File: config.mk
export PLATFORM = sky130hd
export DESIGN_NAME = tcm_arbiter
export DESIGN_NICKNAME = d
export VERILOG_FILES = /design/src/rtl/tcm_arbiter_pkg.sv /design/src/rtl/tcm_arbiter.sv
export SDC_FILE = /design/constraint.sdc
export NUM_CORES = 1
export LEC_CHECK = 0
export BUFFER_PORTS_ARGS = -buffer_cell sky130_fd_sc_hd__clkbuf_2
export CORE_MARGIN = 4
export CORE_UTILIZATION = 29
export DETAILED_ROUTE_END_ITERATION = 8
export MAX_ROUTING_LAYER = met4
export PLACE_DENSITY = 0.61
export RECOVER_POWER = 25
export SKIP_LAST_GASP = 1
export SLEW_MARGIN = 20
export SYNTH_ARGS = -nofsm -noshare
export SYNTH_HDL_FRONTEND = slang
export SYNTH_SLANG_ARGS = --single-unit
File: constraint.sdc
create_clock -name clk -period 2.1 [get_ports clk]
set_clock_uncertainty 0.05 [all_clocks]
set_input_delay 0.315 -clock clk [delete_from_list [all_inputs] [get_ports clk]]
set_output_delay 0.315 -clock clk [all_outputs]
set_load 0.005 [all_outputs]
File: src/rtl/tcm_arbiter_pkg.sv
// ---------------------------------------------------------------------------
// tcm_arbiter_pkg
// Shared TCM constants for the IFU/LSU tightly-coupled-memory arbiter.
//   TCM_XLEN : datapath width of the shared TCM
//   TCM_AW   : byte-address width of the shared TCM
//   TCM_MW   : byte-enable width (TCM_XLEN / 8)
// ---------------------------------------------------------------------------
package tcm_arbiter_pkg;

    localparam int unsigned TCM_XLEN = 32'd32;
    localparam int unsigned TCM_AW   = 32'd16;
    localparam int unsigned TCM_MW   = TCM_XLEN / 32'd8;

endpackage : tcm_arbiter_pkg

File: src/rtl/tcm_arbiter.sv
// ---------------------------------------------------------------------------
// tcm_arbiter
// Two-master (IFU fetch, LSU load/store) arbiter in front of a single-port
// TCM with one cycle of read latency. Round-robin between the masters, one
// access per cycle, at most one response outstanding; a stalled response is
// parked in a hold register so the RAM output may change underneath it.
//
// Ports
//   clk, rst_n                      clock, asynchronous active-low reset
//   ifu_cmd_valid/ready/addr        IFU read command
//   ifu_rsp_valid/ready/rdata       IFU response
//   lsu_cmd_valid/ready/read/addr/
//     wdata/wmask                   LSU load/store command
//   lsu_rsp_valid/ready/rdata       LSU response (rdata is 0 for stores)
//   ram_cs/we/addr/wem/din          RAM command (word address)
//   ram_dout                        RAM read data, valid the cycle after cs
// ---------------------------------------------------------------------------
module tcm_arbiter
    import tcm_arbiter_pkg::*;
#(
    parameter int unsigned AW   = TCM_AW,
    parameter int unsigned XLEN = TCM_XLEN
) (
    input  logic                clk,
    input  logic                rst_n,
    input  logic                ifu_cmd_valid,
    output logic                ifu_cmd_ready,
    input  logic [AW-1:0]       ifu_cmd_addr,
    output logic                ifu_rsp_valid,
    input  logic                ifu_rsp_ready,
    output logic [XLEN-1:0]     ifu_rsp_rdata,
    input  logic                lsu_cmd_valid,
    output logic                lsu_cmd_ready,
    input  logic                lsu_cmd_read,
    input  logic [AW-1:0]       lsu_cmd_addr,
    input  logic [XLEN-1:0]     lsu_cmd_wdata,
    input  logic [XLEN/8-1:0]   lsu_cmd_wmask,
    output logic                lsu_rsp_valid,
    input  logic                lsu_rsp_ready,
    output logic [XLEN-1:0]     lsu_rsp_rdata,
    output logic                ram_cs,
    output logic                ram_we,
    output logic [AW-3:0]       ram_addr,
    output logic [XLEN/8-1:0]   ram_wem,
    output logic [XLEN-1:0]     ram_din,
    input  logic [XLEN-1:0]     ram_dout
);

    localparam int unsigned MW = XLEN / 32'd8;

    typedef enum logic [1:0] {
        ST_IDLE = 2'b00,
        ST_RSP  = 2'b01,
        ST_HOLD = 2'b10
    } state_e;

    typedef enum logic {
        OWN_IFU = 1'b0,
        OWN_LSU = 1'b1
    } owner_e;

    state_e            state_r;
    owner_e            owner_r;
    logic              is_write_r;
    logic [XLEN-1:0]   hold_r;
    logic              prio_lsu_r;   // 1: LSU wins a tie (IFU was granted last)

    logic              rsp_busy_s;
    logic              rsp_ready_s;
    logic              rsp_hs_s;
    logic              can_accept_s;
    logic              sel_lsu_s;
    logic              grant_s;
    logic              write_s;
    logic [XLEN-1:0]   rsp_data_s;
    logic              unused_addr_s;

    // Byte offsets are dropped; the TCM is word addressed.
    assign unused_addr_s = ^{ifu_cmd_addr[1:0], lsu_cmd_addr[1:0]};

    // Response-stage status: a new command may be taken when the stage is
    // empty or its current response is being consumed this very cycle.
    // rst_n is folded in so no RAM access can start while reset is asserted.
    always_comb begin
        rsp_busy_s = (state_r != ST_IDLE);
        if (owner_r == OWN_LSU) begin
            rsp_ready_s = lsu_rsp_ready;
        end else begin
            rsp_ready_s = ifu_rsp_ready;
        end
        rsp_hs_s     = rsp_busy_s && rsp_ready_s;
        can_accept_s = rst_n && (!rsp_busy_s || rsp_hs_s);
    end

    // Round-robin selection: pointer decides ties, a lone requester always wins.
    always_comb begin
        if (ifu_cmd_valid && lsu_cmd_valid) begin
            sel_lsu_s = prio_lsu_r;
        end else if (lsu_cmd_valid) begin
            sel_lsu_s = 1'b1;
        end else begin
            sel_lsu_s = 1'b0;
        end
        if (sel_lsu_s) begin
            grant_s = can_accept_s && lsu_cmd_valid;
        end else begin
            grant_s = can_accept_s && ifu_cmd_valid;
        end
        write_s = grant_s && sel_lsu_s && !lsu_cmd_read;
    end

    assign ifu_cmd_ready = can_accept_s && !sel_lsu_s;
    assign lsu_cmd_ready = can_accept_s && sel_lsu_s;

    // RAM command: issued in the grant cycle itself so data returns next cycle.
    always_comb begin
        ram_cs  = grant_s;
        ram_we  = write_s;
        ram_din = lsu_cmd_wdata;
        if (sel_lsu_s) begin
            ram_addr = lsu_cmd_addr[AW-1:2];
        end else begin
            ram_addr = ifu_cmd_addr[AW-1:2];
        end
        if (write_s) begin
            ram_wem = lsu_cmd_wmask;
        end else begin
            ram_wem = {MW{1'b0}};
        end
    end

    // Response data: live RAM output in the first response cycle, parked copy
    // while stalled; stores always answer with zero.
    always_comb begin
        case (state_r)
            ST_RSP: begin
                if (is_write_r) begin
                    rsp_data_s = {XLEN{1'b0}};
                end else begin
                    rsp_data_s = ram_dout;
                end
            end
            ST_HOLD: rsp_data_s = hold_r;
            default: rsp_data_s = {XLEN{1'b0}};
        endcase
    end

    assign ifu_rsp_valid = rsp_busy_s && (owner_r == OWN_IFU);
    assign lsu_rsp_valid = rsp_busy_s && (owner_r == OWN_LSU);
    assign ifu_rsp_rdata = rsp_data_s;
    assign lsu_rsp_rdata = rsp_data_s;

    // Response FSM, owner/kind of the outstanding access, hold register and
    // round-robin pointer.
    always_ff @(posedge clk or negedge rst_n) begin
        if (!rst_n) begin
            state_r    <= ST_IDLE;
            owner_r    <= OWN_IFU;
            is_write_r <= 1'b0;
            hold_r     <= {XLEN{1'b0}};
            prio_lsu_r <= 1'b0;
        end else begin
            if (grant_s) begin
                prio_lsu_r <= !sel_lsu_s;
                owner_r    <= sel_lsu_s ? OWN_LSU : OWN_IFU;
                is_write_r <= write_s;
            end else begin
                prio_lsu_r <= prio_lsu_r;
            end
            case (state_r)
                ST_IDLE: begin
                    if (grant_s) begin
                        state_r <= ST_RSP;
                    end else begin
                        state_r <= ST_IDLE;
                    end
                end
                ST_RSP: begin
                    // A grant here implies the handshake, so it chains back-to-back.
                    if (grant_s) begin
                        state_r <= ST_RSP;
                    end else if (rsp_hs_s) begin
                        state_r <= ST_IDLE;
                    end else begin
                        hold_r  <= rsp_data_s;
                        state_r <= ST_HOLD;
                    end
                end
                ST_HOLD: begin
                    if (grant_s) begin
                        state_r <= ST_RSP;
                    end else if (rsp_hs_s) begin
                        state_r <= ST_IDLE;
                    end else begin
                        state_r <= ST_HOLD;
                    end
                end
                default: state_r <= ST_IDLE;
            endcase
        end
    end

endmodule : tcm_arbiter

==> results by group, run 1 <==
Clocking
  – Number of levels in the clock H-tree: 2
  – Clock transition at the registers of the reported paths: approximately 0.080 ns
  – TritonCTS clock tree: built
  – Total CTS buffers: 5
  – Number of clock sinks: 37
  – Later-pin clock latency in the skew report: between 0.2 and 0.3 ns
  – Largest buffer count on any clock path: 2
  – CTS root buffer: sky130_fd_sc_hd__clkbuf_8
  – Hold buffer count at cts: 0

Synth
  – Main synth FF type: sky130_fd_sc_hd__dfrtp_1
  – Number of synthesized register bits: 37
  – EDFF count, synth: 0
  – Count of different cell masters after synthesis: 26
  – Xor and xnor fraction of the mapped netlist area: 0%
  – Adder-Cell Fraction of Synth Area: around 1.7%
  – Net count of the mapped netlist: about 400
  – Cells after synthesis: 295
  – Sequential fraction of the synthesis area: between 30% and 40%
  – Dominant combinational cell family by area after synthesis: multiplexers
  – Multiplexer fraction of the synthesized cell area: a little over a fifth
  – Synthesized-area fraction occupied by ao, oa, aoi and oai cells: a little over a tenth
  – Simple-Gate Fraction of Synth Area: about 15%
  – Synthesis warning total: 0
  – Fraction of registers with async set or reset after synthesis: 100%
  – Post-Syn Area per Cell: ~10 um^2
  – Synth Cell Area: around 0.0030 mm^2

Detailed routing
  – Average via count per standard cell: 4.57
  – Remaining antenna violation count: 0
  – Total wire length: around 7900 um
  – Detailed-route via count: between 2,000 and 2,500
  – Remaining routing DRC violations: 0
  – TritonRoute pass-1 iters: 4
  – Number of DRC violations after detailed-routing iteration 0: 86
  – Post-DR wirelength/cell: 14.9 um

Power and ir drop
  – Worst-case vdd ir drop: 0.000316 V
  – Static leakage: 1.85 nW
  – Power density cells: 965 mW/mm^2

Setup path
  – Worst r2r src: state_r[1]$_DFF_PN0_
  – Worst endpoint data arrival time: roughly 1.7 ns
  – Top cell family by delay on the critical path: flip-flops
  – Element type at the critical path end: primary output
  – Required time of the critical path: 1.74 ns
  – Type of the worst setup path: reg -> out
  – Bufs and invs on worst path: 3
  – Element type at the critical path start: flop
  – Slowest Stage Delay on Critical Path: ~0.44 ns
  – Largest driver fanout on the critical path: 18
  – Critical-path top delay cell: sky130_fd_sc_hd__dfrtp_2
  – Worst r2r path cells: 6
  – Reg-to-reg slack, setup: between 0.2 and 0.3 ns
  – Reg-to-reg critical path endpoint: hold_r[21]$_DFFE_PN0P_
  – Ordered cell list for the critical path: inv_2, ha_2, buf_12, nand2_1, a21boi_4, clkbuf_2

Final layout
  – Layout cells sized above 1: 69.0%
  – Antenna diodes: 0
  – Final instance count without filler cells: 530
  – Layout Nets: just over 500
  – Area overhead of the layout relative to synthesis: 29.9%

STA
  – Max-slew violation total from the final report: 0
  – Highest achievable clock rate: 495 MHz
  – Post-Route Setup TNS: 0 ns
  – Worst slew margin relative to its limit: a little under half
  – Count of final hold-check violations: 0
  – Final hold slack: between 0.1 and 0.15 ns
  – Final critical-path share of the clock period: 96.2%
  – Post-route worst setup slack: 0.0805 ns
  – Min cycle time layout: approximately 2.0 ns
  – Worst slew pin tran: just under 0.8 ns
  – Count of endpoints failing setup in the final report: 0
  – RSZ-0062 raised after global routing: yes

Placement
  – Number of instances in the placed design: a little over 500
  – Pre-CTS setup slack: ~0.16 ns
  – Final weighted congestion of routability-driven global placement: between 0.7 and 0.8
  – # port buffers: ~160
  – Half-perimeter wire length of the detailed placement result: 5700 um

Global routing
  – Wire length of the first global-routing pass: around 12,000 um
  – Number of global-route vias before repair: between 2,000 and 2,500
  – Initial antenna violation count: 0
  – Combined global-route utilization of all metal layers: around 13%
  – Pin count of the biggest net entering global routing: 31
  – GRT Residual Overflow: 0

Floorplanning
  – Std-Cell Core Area: 0.00991 mm^2
  – I/O pin total: between 200 and 250
  – Die span in y: about 110 um
  – Floorplan die area: ~0.012 mm^2
  – Initial core utilization: a little under a third
  – Number of rows created at floorplan: 36
  – Die width: between 100 and 150 um

Hold path
  – Worst hold path class: in -> async

Outcome
  – Result of the run: finished clean

Flow run
  – Max-cap viol count: 0
-- power by group --
| part | switching [W] | internal, W |
|---|---|---|
| Clock | 0.000267 | 0.000388 |
| Combinational | 0.000914 | 0.00114 |
| Sequential | 0.000131 | 0.000912 |
-- synthesized netlist by cell type, drive strengths merged (2+ instances only) --
| library cell | number | share of area [%] |
|---|---|---|
| buf | 73 | 18 |
| mux2 | 47 | 21 |
| dfrtp | 37 | 31 |
| nand2 | 33 | 4.1 |
| a21boi | 32 | 8.0 |
| nand3b | 32 | 8.0 |
| clkbuf | 9 | 1.1 |
| inv | 5 | 0.63 |
| nor2 | 5 | 0.63 |
| nor3b | 5 | 1.3 |
| ha | 4 | 1.7 |
| o211ai | 2 | 0.50 |
| o21ai | 2 | 0.33 |
-- what timing repair did --
action                                  4_1_cts  5_1_grt
pin swaps                                     0        8
gates cloned                                  0        0
endpoints found under the setup margin       69       82
buffers inserted                              0        4
gates resized for setup                      49       43
-- worst reg2reg max path: stages (launching register included) --
cell and delay (ns):
sky130_fd_sc_hd__dfrtp_1 0.41, sky130_fd_sc_hd__inv_2 0.11, sky130_fd_sc_hd__ha_4 0.16, sky130_fd_sc_hd__buf_6 0.17, sky130_fd_sc_hd__o211a_4 0.19, sky130_fd_sc_hd__buf_4 0.28, sky130_fd_sc_hd__mux2_4 0.34
-- cell type report --
cell class	count	area, um^2
sequential	37	927
multi-input combinational	171	1690
timing repair buffer	176	972
clock buffer	7	86.3
fill	1018	6020
tap	133	166
clock inverter	1	30.0
inverter	5	18.8
-- kinds of logic after synthesis --
group                      after synthesis
AOI/OAI and AO/OA                       42
adders and majority gates                4
muxes                                   48
and+or+nand+nor                         77
DFF                                     37
buffers and inverters                   87
-- stage by stage --
step / total power (W) / util, % / instance area (um^2)
3_5_place_dp: 0.00281 / 35.2 / 3490
4_1_cts: 0.00358 / 37.1 / 3680
3_3_place_gp: 0.00278 / 35.2 / 3490
6_report: 0.00376 / 39.3 / 3890
2_1_floorplan: 0.00233 / - / 3000
5_1_grt: 0.00401 / 39.3 / 3890
-- cells in the final DEF, fill, tap and decap left out, drive strengths merged --
master	n
ha	4
inv	5
clkbuf	167
nand2	33
bufinv	1
mux2	47
buf	16
o2bb2ai	1
a21oi	1
a21boi	32
o22ai	1
o221a	1
nor3b	5
nand3b	32
nor2	5
nor4b	1
dfrtp	37
o211a	1
o21ai	2
nand2b	1
o211ai	2
o2111ai	1
mux2i	1
-- sequential cells by signal, indices dropped and copies added (netlist names) --
signal      cells
prio_lsu_r      1
owner_r         1
state_r         2
hold_r         32
is_write_r      1
-- per-layer routing --
layer	vias up	global-route usage, %	routed length, um
li1	1157	-	-
met1	1130	15.5	3290
met2	112	21.8	3990
met3	21	2.41	475
met4	0	3.56	127
met5	-	-	0
-- worst max-delay path by stage --
| stage | start | endpoint | slack, ns | cells after the start |
|---|---|---|---|---|
| 6_report | state_r[0]$_DFF_PN0_ | lsu_rsp_rdata[25] | 0.08 | 6 |
| 5_1_grt | state_r[0]$_DFF_PN0_ | lsu_rsp_rdata[12] | -0.02 | 6 |
| 4_1_cts | state_r[0]$_DFF_PN0_ | ram_wem[2] | -0.006 | 5 |
| 3_5_place_dp | state_r[0]$_DFF_PN0_ | ram_wem[2] | 0.16 | 5 |
| 3_3_place_gp | state_r[0]$_DFF_PN0_ | ram_wem[2] | 0.19 | 5 |
| 2_1_floorplan | state_r[0]$_DFF_PN0_ | lsu_rsp_rdata[25] | 0.25 | 6 |
No activity file was read; power rests on OpenSTA's default activity.
==> run 2: changes to the inputs <==
PLACE_DENSITY = 0.64   (was 0.61)
clock period = 1.8 ns   (was 2.1 ns; I/O delays follow)
==> run 2 against run 1 <==
Compared with the run above:
- the flow now finishes with violations (setup timing)
- highest routed layer unchanged
- non-clock buffer count increased by 49
- critical path type is now reg -> reg
- critical path depth increased by 1
- largest power group unchanged
- hold slack better by 0.11 ns
- utilization up 6.6 points
- sequential power rose by 14%
- largest cell class unchanged
==> results by group, run 2 (synthesis results as in run 1) <==
Outcome
  – Result of the run: complete, but fails checks
  – Violations in the final reports: setup timing

Global routing
  – Met2 track demand over resource in global routing: 23.0% (+1.3 points)
  – Pin count of the biggest net entering global routing: 37 (+19%)
  – Initial antenna violation count: 0 (unchanged)
  – Wire length of the first global-routing pass: 12,900 um (+9.2%)
  – Combined global-route utilization of all metal layers: 14.0% (+1.2 points)
  – Number of global-route vias before repair: 2,595 (+8.1%)
  – Met1 Use GR: 17.8% (+2.2 points)
  – Busiest grt layer: met2
  – Met3 capacity usage during global routing: 2.41% (unchanged)
  – GRT Residual Overflow: 0 (unchanged)

Power and ir drop
  – Power density cells: 1130 mW/mm^2 (+17%)
  – Worst-case vdd ir drop: 0.000431 V (+36%)
  – Static leakage: 2.26 nW (+22%)

Detailed routing
  – Total wire length: 9060 um (+15%)
  – Average via count per standard cell: 4.58 (+0.33%)
  – TritonRoute pass-1 iters: 4 (unchanged)
  – Detailed-route via count: 2,648 (+9.4%)
  – Post-DR wirelength/cell: 15.7 um (+5.4%)
  – Remaining routing DRC violations: 0 (unchanged)
  – Remaining antenna violation count: 0 (unchanged)
  – Number of DRC violations after detailed-routing iteration 0: 116 (+35%)

Final layout
  – Largest registers in the final layout: hold_r x32, state_r x2
  – Fillers: 940 (-7.7%)
  – Highest-count cells in the layout ignoring fill and taps: sky130_fd_sc_hd__clkbuf_2 (154), sky130_fd_sc_hd__buf_4 (46), sky130_fd_sc_hd__mux2_4 (45)
  – Reg with most FFs: hold_r
  – Layout Nets: 556 (+9.7%)
  – Post-layout instance area: 0.00455 mm^2 (+17%)
  – Final standard cell utilization of the core: 45.9% (+6.6 points)
  – Antenna diodes: 0 (unchanged)
  – Layout cells sized above 1: 72.8% (+3.8 points)
  – Most frequent standard cell in the layout excluding fill and tap cells: sky130_fd_sc_hd__clkbuf_2
  – Area overhead of the layout relative to synthesis: 51.8%
  – Number of flip-flops under the largest register name: 32 (unchanged)

Setup path
  – Type of the worst setup path: reg -> reg
  – Worst endpoint data arrival time: 2.05 ns (+0.40 ns)
  – Largest driver fanout on the critical path: 15 (-3)
  – First element of the critical path: state_r[1]$_DFF_PN0_
  – Worst r2r src: state_r[1]$_DFF_PN0_
  – Element type at the critical path end: flop
  – Element type at the critical path start: flop
  – Required time of the critical path: 1.92 ns (+0.18 ns)

Clocking
  – Number of levels in the clock H-tree: 2 (unchanged)
  – CTS root buffer: sky130_fd_sc_hd__clkbuf_8
  – TritonCTS clock tree: built
  – Total CTS buffers: 5 (unchanged)
  – Later-pin clock latency in the skew report: 0.28 ns (about the same)
  – Largest buffer count on any clock path: 2 (unchanged)
  – Clock transition at the registers of the reported paths: 0.08 ns (about the same)
  – Number of clock sinks: 37 (unchanged)

Placement
  – Placed instance area: 0.00360 mm^2 (+3.2%)
  – Half-perimeter wire length of the detailed placement result: 5820 um (+2.1%)
  – Final weighted congestion of routability-driven global placement: 0.740 (+5.0%)
  – # port buffers: 158 (unchanged)

Floorplanning
  – Std-Cell Core Area: 0.00991 mm^2 (unchanged)
  – Initial core utilization: 30.2% (unchanged)
  – I/O pin total: 227 (unchanged)
  – Die span in y: 110 um (unchanged)
  – Number of rows created at floorplan: 36 (unchanged)
  – Floorplan die area: 0.0120 mm^2 (unchanged)
  – Die width: 110 um (unchanged)

STA
  – Count of final hold-check violations: 0 (unchanged)
  – Post-Route Setup TNS: -5.64 ns (-5.64 ns)
  – Min cycle time layout: 1.93 ns
  – Final critical-path share of the clock period: 107%
  – Max-slew violation total from the final report: 0 (unchanged)
  – Count of endpoints failing setup in the final report: 97 (+97)
  – RSZ-0062 raised after global routing: yes
  – Post-route worst setup slack: -0.126 ns (-0.206 ns)
  – Highest achievable clock rate: 519 MHz
  – Worst slew pin tran: 0.467 ns (-0.322 ns)
  – Worst slew margin relative to its limit: 68.9% (+21 points)

Flow run
  – Max-cap viol count: 0 (unchanged)

Hold path
  – Worst hold path class: in -> async
-- run 2: worst max-delay path, stage by stage, from the launching register on --
cell	delay (ns)
sky130_fd_sc_hd__dfrtp_1	0.40
sky130_fd_sc_hd__inv_2	0.10
sky130_fd_sc_hd__ha_4	0.17
sky130_fd_sc_hd__buf_12	0.15
sky130_fd_sc_hd__buf_4	0.12
sky130_fd_sc_hd__o211a_4	0.24
sky130_fd_sc_hd__bufbuf_16	0.29
sky130_fd_sc_hd__mux2_4	0.29
-- run 2: routing by layer --
layer	vias to the layer above	routed length [um]
met4	0	144
met2	106	4470
met1	1264	3960
met5	-	0
li1	1254	-
met3	24	486
-- run 2: cell type report --
cell class	count	area, um^2	area share, %
timing repair buffer	225	1510	33.3
clock buffer	7	86.3	1.90
tap	133	166	3.66
inverter	5	18.8	0.413
multi-input combinational	171	1840	40.4
sequential	37	926	20.4
-- run 2: path summary, 6_finish.rpt --
check | endpoint | slack [ns] | cells after the start
max reg2reg | hold_r[23]$_DFFE_PN0P_ | -0.13 | 7
max in group asynchronous | prio_lsu_r$_DFFE_PN0N_ | 1.06 | 2
min in group clk | is_write_r$_DFFE_PN0N_ | 0.24 | 2
min reg2reg | prio_lsu_r$_DFFE_PN0N_ | 0.45 | 1
max | hold_r[23]$_DFFE_PN0P_ | -0.13 | 7
min | hold_r[3]$_DFFE_PN0P_ | 0.22 | 2
-- run 2: stage by stage --
step	hold slack (ns)	std cells	power [W]	setup slack, ns
3_5_place_dp	0.0818	528	0.00342	-0.126
4_1_cts	0.224	563	0.00484	-0.134
5_1_grt	0.253	578	0.00543	-0.183
3_3_place_gp	0.0764	528	0.00338	-0.0382
2_1_floorplan	-0.0756	295	0.00273	-0.00197
6_report	0.221	578	0.00512	-0.126
-- run 2: report_power, final --
part	total, W	switching [W]	internal, W
Clock	0.000591	0.000287	0.000304
Sequential	0.00119	0.000129	0.00106
Combinational	0.00334	0.00134	0.00200
-- run 2: repair_timing --
action / 4_1_cts / 5_1_grt
pin swaps: 26 / 10
gates resized for setup: 111 / 20
setup endpoints to repair: 95 / 119
endpoints found under the hold margin: 1 / 0
buffers inserted: 23 / 14
cloned: 4 / 2
hold buffers: 1 / 0
